<file path="config.mk">
export PLATFORM = sky130hd
export DESIGN_NAME = instr_fetch_unit
export DESIGN_NICKNAME = d
export VERILOG_FILES = /design/src/rtl/fetch_pkg.sv /design/src/rtl/fetch_queue.sv /design/src/rtl/instr_fetch_unit.sv
export SDC_FILE = /design/constraint.sdc
export NUM_CORES = 1
export LEC_CHECK = 0
export CORE_MARGIN = 2
export CORE_UTILIZATION = 40
export CTS_BUF_LIST = sky130_fd_sc_hd__clkbuf_8 sky130_fd_sc_hd__clkbuf_16
export CTS_CLUSTER_SIZE = 28
export DETAILED_ROUTE_END_ITERATION = 8
export GPL_TIMING_DRIVEN = 1
export PLACE_DENSITY = 0.67
export SLEW_MARGIN = 10
export SYNTH_ARGS = -nofsm -noshare
export SYNTH_HDL_FRONTEND = slang
export SYNTH_SLANG_ARGS = --single-unit
</file>
<file path="constraint.sdc">
create_clock -name clk -period 7.79 [get_ports clk]
set_input_delay 1.9475 -clock clk [delete_from_list [all_inputs] [get_ports clk]]
set_output_delay 1.9475 -clock clk [all_outputs]
set_load 0.02 [all_outputs]
</file>
<file path="src/rtl/fetch_pkg.sv">
// Shared fetch definitions: default reset PC, queue depth, and the queue entry
// payload. The fetch unit, the next-PC logic and decode all import this package.
package fetch_pkg;

  localparam logic [31:0] RESET_PC_DEFAULT = 32'h0000_0000;
  localparam int unsigned FETCH_DEPTH      = 2;

  // One buffered instruction together with the PC it was fetched from.
  typedef struct packed {
    logic [31:0] pc;
    logic [31:0] instr;
  } fetch_entry_t;

endpackage

</file>
<file path="src/rtl/fetch_queue.sv">
// DEPTH-entry synchronous FIFO of fetched instructions.
// Ports: push/push_entry write the tail; pop retires the head; flush empties the
// queue and wins over push; count is the occupancy; head_valid/head_entry expose
// the registered head.
module fetch_queue
  import fetch_pkg::*;
#(
  parameter int unsigned DEPTH = FETCH_DEPTH,
  localparam int unsigned PTR_W = (DEPTH > 1) ? $clog2(DEPTH) : 1,
  localparam int unsigned CNT_W = $clog2(DEPTH + 1)
) (
  input  logic               clk,
  input  logic               rst,
  input  logic               push,
  input  fetch_entry_t       push_entry,
  input  logic               pop,
  input  logic               flush,
  output logic [CNT_W-1:0]   count,
  output logic               head_valid,
  output fetch_entry_t       head_entry
);

  fetch_entry_t     mem [DEPTH];
  logic [PTR_W-1:0] wr_ptr;
  logic [PTR_W-1:0] rd_ptr;
  logic             do_pop;
  logic             do_push;

  function automatic logic [PTR_W-1:0] bump(input logic [PTR_W-1:0] ptr);
    return (ptr == PTR_W'(DEPTH - 1)) ? '0 : ptr + PTR_W'(1);
  endfunction

  // Ignore pops on empty and pushes that would overrun a full queue.
  assign do_pop  = pop & (count != '0);
  assign do_push = push & ((count != CNT_W'(DEPTH)) | do_pop);

  assign head_valid = (count != '0);
  assign head_entry = mem[rd_ptr];

  // Storage, pointers and occupancy.
  always_ff @(posedge clk or posedge rst) begin
    if (rst) begin
      wr_ptr <= '0;
      rd_ptr <= '0;
      count  <= '0;
      for (int i = 0; i < int'(DEPTH); i++) begin
        mem[i] <= '0;
      end
    end else if (flush) begin
      wr_ptr <= '0;
      rd_ptr <= '0;
      count  <= '0;
    end else begin
      if (do_push) begin
        mem[wr_ptr] <= push_entry;
        wr_ptr      <= bump(wr_ptr);
      end
      if (do_pop) begin
        rd_ptr <= bump(rd_ptr);
      end
      count <= count + CNT_W'(do_push) - CNT_W'(do_pop);
    end
  end

endmodule

</file>
<file path="src/rtl/instr_fetch_unit.sv">
// Instruction fetch front end: holds the PC, issues sequential word fetches under
// a credit limit, tracks kept (live) and discarded (squash) in-flight requests,
// and buffers responses in fetch_queue for decode.
// Ports: clk/rst; redirect_valid/redirect_pc restart fetch at a new target;
// imem_req/imem_addr/imem_gnt request port; imem_rvalid/imem_rdata in-order
// responses; if_valid/if_instr/if_pc/if_ready decode handshake.
module instr_fetch_unit
  import fetch_pkg::*;
#(
  parameter logic [31:0] RESET_PC = RESET_PC_DEFAULT,
  parameter int unsigned DEPTH    = FETCH_DEPTH
) (
  input  logic        clk,
  input  logic        rst,
  input  logic        redirect_valid,
  input  logic [31:0] redirect_pc,
  output logic        imem_req,
  output logic [31:0] imem_addr,
  input  logic        imem_gnt,
  input  logic        imem_rvalid,
  input  logic [31:0] imem_rdata,
  output logic        if_valid,
  output logic [31:0] if_instr,
  output logic [31:0] if_pc,
  input  logic        if_ready
);

  localparam int unsigned CNT_W = $clog2(DEPTH + 1);
  localparam int unsigned OCC_W = CNT_W + 2;

  logic [31:0]      pc;
  logic [CNT_W-1:0] live;
  logic [CNT_W-1:0] squash;
  logic [CNT_W-1:0] count;
  logic [OCC_W-1:0] occ;
  logic             pop;
  logic             grant;
  logic             squash_dec;
  logic             live_dec;
  logic             push;
  fetch_entry_t     push_entry;
  fetch_entry_t     head_entry;

  assign pop = if_valid & if_ready;

  // Credit counts the same-cycle pop so a streaming queue keeps one fetch per cycle.
  assign occ      = OCC_W'(live) + OCC_W'(squash) + OCC_W'(count) - OCC_W'(pop);
  assign imem_req = ~rst & ~redirect_valid & (occ < OCC_W'(DEPTH));
  assign grant    = imem_req & imem_gnt;
  assign imem_addr = pc;

  // Responses retire squashed requests first; only live ones are kept.
  assign squash_dec = imem_rvalid & (squash != '0);
  assign live_dec   = imem_rvalid & (squash == '0) & (live != '0);
  assign push       = live_dec & ~redirect_valid;

  // The oldest live request was issued live words behind the current PC.
  assign push_entry.pc    = pc - (32'(live) << 2);
  assign push_entry.instr = imem_rdata;

  // PC and in-flight request accounting.
  always_ff @(posedge clk or posedge rst) begin
    if (rst) begin
      pc     <= RESET_PC;
      live   <= '0;
      squash <= '0;
    end else if (redirect_valid) begin
      pc     <= redirect_pc & 32'hFFFF_FFFC;
      live   <= '0;
      squash <= squash - CNT_W'(squash_dec) + live - CNT_W'(live_dec);
    end else begin
      if (grant) begin
        pc <= pc + 32'd4;
      end
      live   <= live + CNT_W'(grant) - CNT_W'(live_dec);
      squash <= squash - CNT_W'(squash_dec);
    end
  end

  fetch_queue #(
    .DEPTH (DEPTH)
  ) u_queue (
    .clk        (clk),
    .rst        (rst),
    .push       (push),
    .push_entry (push_entry),
    .pop        (pop),
    .flush      (redirect_valid),
    .count      (count),
    .head_valid (if_valid),
    .head_entry (head_entry)
  );

  assign if_instr = head_entry.instr;
  assign if_pc    = head_entry.pc;

endmodule
</file>
==> run metrics, run 1 <==
clk buf depth 2; clock input transition at the sequential cells of the worst setup and hold paths 70 ps; Mapped Avg Cell Area 10.98 sq um; vias in the first global route 5,722; Sw Pwr 0.001115 W; global route overflow 0; met3 Resource Use GR 3.140%; 1st-pass router iterations 4; Ant. Diodes 0; final hold slack 474.2 ps; YS warnings 0; worst skew pair latency 420 ps; port bufs 161; MaxCap Viol Count 0; Pint 0.002122 W; TNS Setup 0 ps; total vias in the final route 5,976; Die Area 0.02249 sq mm; CTS H-tree lvls 4; critical path class in2out; Clk pwr share 25.9%; # hold bufs at CTS 0; P&R area growth vs syn 27.15%; Max rail drop VDD 0.1276 mV; GPL Wtd Cong 0.7902; final setup violation count 0; clock root cell clkbuf_16; PwrDens 298.8 mW/mm^2; critical path peak fanout 6; Tcrit/Tclk final 92.20%; Final min period 7182 ps; overall routing resource usage 17.58%; crit path from if_ready; CTS tree done; Unique masters post-synth 56; Setup Skew 9.801 ps; Die W 150.0 um; met1 GRT Util 25.44%; worst hold path class reg2reg; DR vias/cell 5.009; DRT antenna net count 0; largest cells by area after synthesis dfrtp_1 48%, mux2_2 14%, xnor2_1 5.8%; Top Ports 168; Critical Path Sink imem_req; Starting Density 40.66%; Slew Limit Fails 0; drt total wl 19,300 um; status finished clean; Slew @ Worst Pin 1048 ps; #FFs+latches synth 162; RSZ-0062 raised after global routing no; global-route wire length before repair 31,020 um; fin nets 992; Post-synth EDFFs 0; hpwl dp 13,280 um; Rows 53; share of cells above drive strength 1 21.02%; area of the core 0.02096 sq mm; initial antenna violation count 0; synthesized area 0.008521 sq mm; Net Sw Frac 34.45%; R2R Path Start u_queue.count[1]; Post-CTS Resized 0; DR WL/cell 16.18 um; post-CTS setup buffers 0; sequential share of power 35.2%; R2R cell count 13; share of the synthesized area in the top cell type 47.58%; CP endpoint kind primary output; main flop type after synthesis dfrtp_1; CTS buffer count 17; Slew HR 30.12%; GR Layer Usage met2 27.01%; most common cell in the netlist dfrtp_1; Worst setup SP type input port; synth cell count leaders 162 x dfrtp_1, 109 x mux2_2, 72 x nand2_1; gr busiest metal met2; Reg2Reg Capture Point imem_addr[30]; CTS sink cnt 162; Crit path required time 5840 ps; Residual DRC 0; Post-synth ARST share 100.0%; static leakage power 4.722 nW; initial DRC count 271; f_max 139.2 MHz; Comb power frac 38.9%; largest net degree at the start of global routing 83; share of the yosys chip area belonging to registers 47.58%; final hold viol count 0; Worst EP arrival 5230 ps; Mapped Cells 776; worst reg2reg setup slack 3460 ps; Die H 150.0 um; post-synth top area cell dfrtp_1
-- critical path, cell delays in order --
cell and delay [ps]:
clkdlybuf4s50_1 470, and2_1 200, ha_1 170, inv_1 50, fa_1 440, ha_1 220, fa_1 370, xnor2_1 390
nand2_1 100, nor4_1 200, clkdlybuf4s50_1 670
-- power by group through the flow --
stage	combinational, W	clock (W)	sequential, W
after global placement	0.00126	0	0.00115
final	0.00126	0.000837	0.00114
after global routing	0.00135	0.000899	0.00117
after floorplan	0.000796	0	0.00110
after CTS	0.00128	0.000858	0.00114
after detailed placement	0.00127	0	0.00116
-- flip-flops by register name, indices dropped and copies added, names as in the netlist --
register,cells
u_queue.count,2
u_queue.rd_ptr,1
live,2
imem_addr,30
u_queue.mem,124
u_queue.wr_ptr,1
squash,2
-- layer usage --
layer / vias up / routed length, um
met3: 16 / 727
met5: - / 0
li1: 2917 / -
met4: 0 / 204
met2: 147 / 8878
met1: 2896 / 9494
-- placed cells by master (no fill, tap or decap), drive strengths merged, types with 6 or more instances in the layout --
cell             n
nand3           13
nor4            23
inv             33
mux2           129
ha              14
nor3            22
and4             6
nor2            51
nand4            7
xor2            10
clkbuf          19
buf              8
xnor2           56
nand2           73
clkdlybuf4s50  160
o21ai           56
dfrtp          162
a21oi           29
-- area by class of cell --
| type | count | area (sq um) |
|---|---|---|
| inverter | 26 | 101.3 |
| timing repair buffer | 168 | 1659 |
| sequential | 162 | 4055 |
| tap | 275 | 344.1 |
| multi-input combinational | 530 | 4083 |
| clock buffer | 19 | 452.9 |
| clock inverter | 13 | 138.9 |
| fill | 1946 | 10120 |
-- how the worst min path moves through the flow --
stage                          startpoint  slack (ps)  cells after the start              end
final                     u_queue.mem[52]         470                      2  u_queue.mem[52]
after detailed placement  u_queue.mem[52]         460                      2  u_queue.mem[52]
after global placement    u_queue.mem[47]         450                      2  u_queue.mem[47]
after global routing      u_queue.mem[62]         500                      2  u_queue.mem[62]
after CTS                 u_queue.mem[62]         480                      2  u_queue.mem[62]
after floorplan           u_queue.mem[34]         440                      2  u_queue.mem[34]
-- logic make-up after synthesis --
family / synth area share [%]
and+or+nand+nor: 14.30
DFF: 47.58
muxes: 18.24
AOI/OAI and AO/OA: 5.565
buffers and inverters: 4.728
xor gates and xnor gates: 6.784
adders and majority gates: 2.761
other: 0.04401
-- stage by stage --
step           util (%)  instances  cell area [sq um]  setup WS [ps]  power (W)
2_1_floorplan         -        779               8536           1279   0.001896
6_report          51.70       1193              10830          607.7   0.003237
3_5_place_dp      48.88       1161              10240          626.5   0.002427
5_1_grt           51.70       1193              10830          405.2   0.003418
3_3_place_gp      48.88       1161              10240          589.4   0.002411
4_1_cts           51.70       1193              10830          592.1   0.003279
(Power assumes the default switching activity.)
==> run 2: changes to the inputs <==
--- a/config.mk
+++ b/config.mk
@@ -5,6 +5,7 @@
 export SDC_FILE = /design/constraint.sdc
 export NUM_CORES = 1
 export LEC_CHECK = 0
+export ABC_CLOCK_PERIOD_IN_PS = 7790
 export CORE_MARGIN = 2
 export CORE_UTILIZATION = 40
 export CTS_BUF_LIST = sky130_fd_sc_hd__clkbuf_8 sky130_fd_sc_hd__clkbuf_16
==> results of run 2 <==
The final DEF is identical to that of run 1; final timing and power are the same.
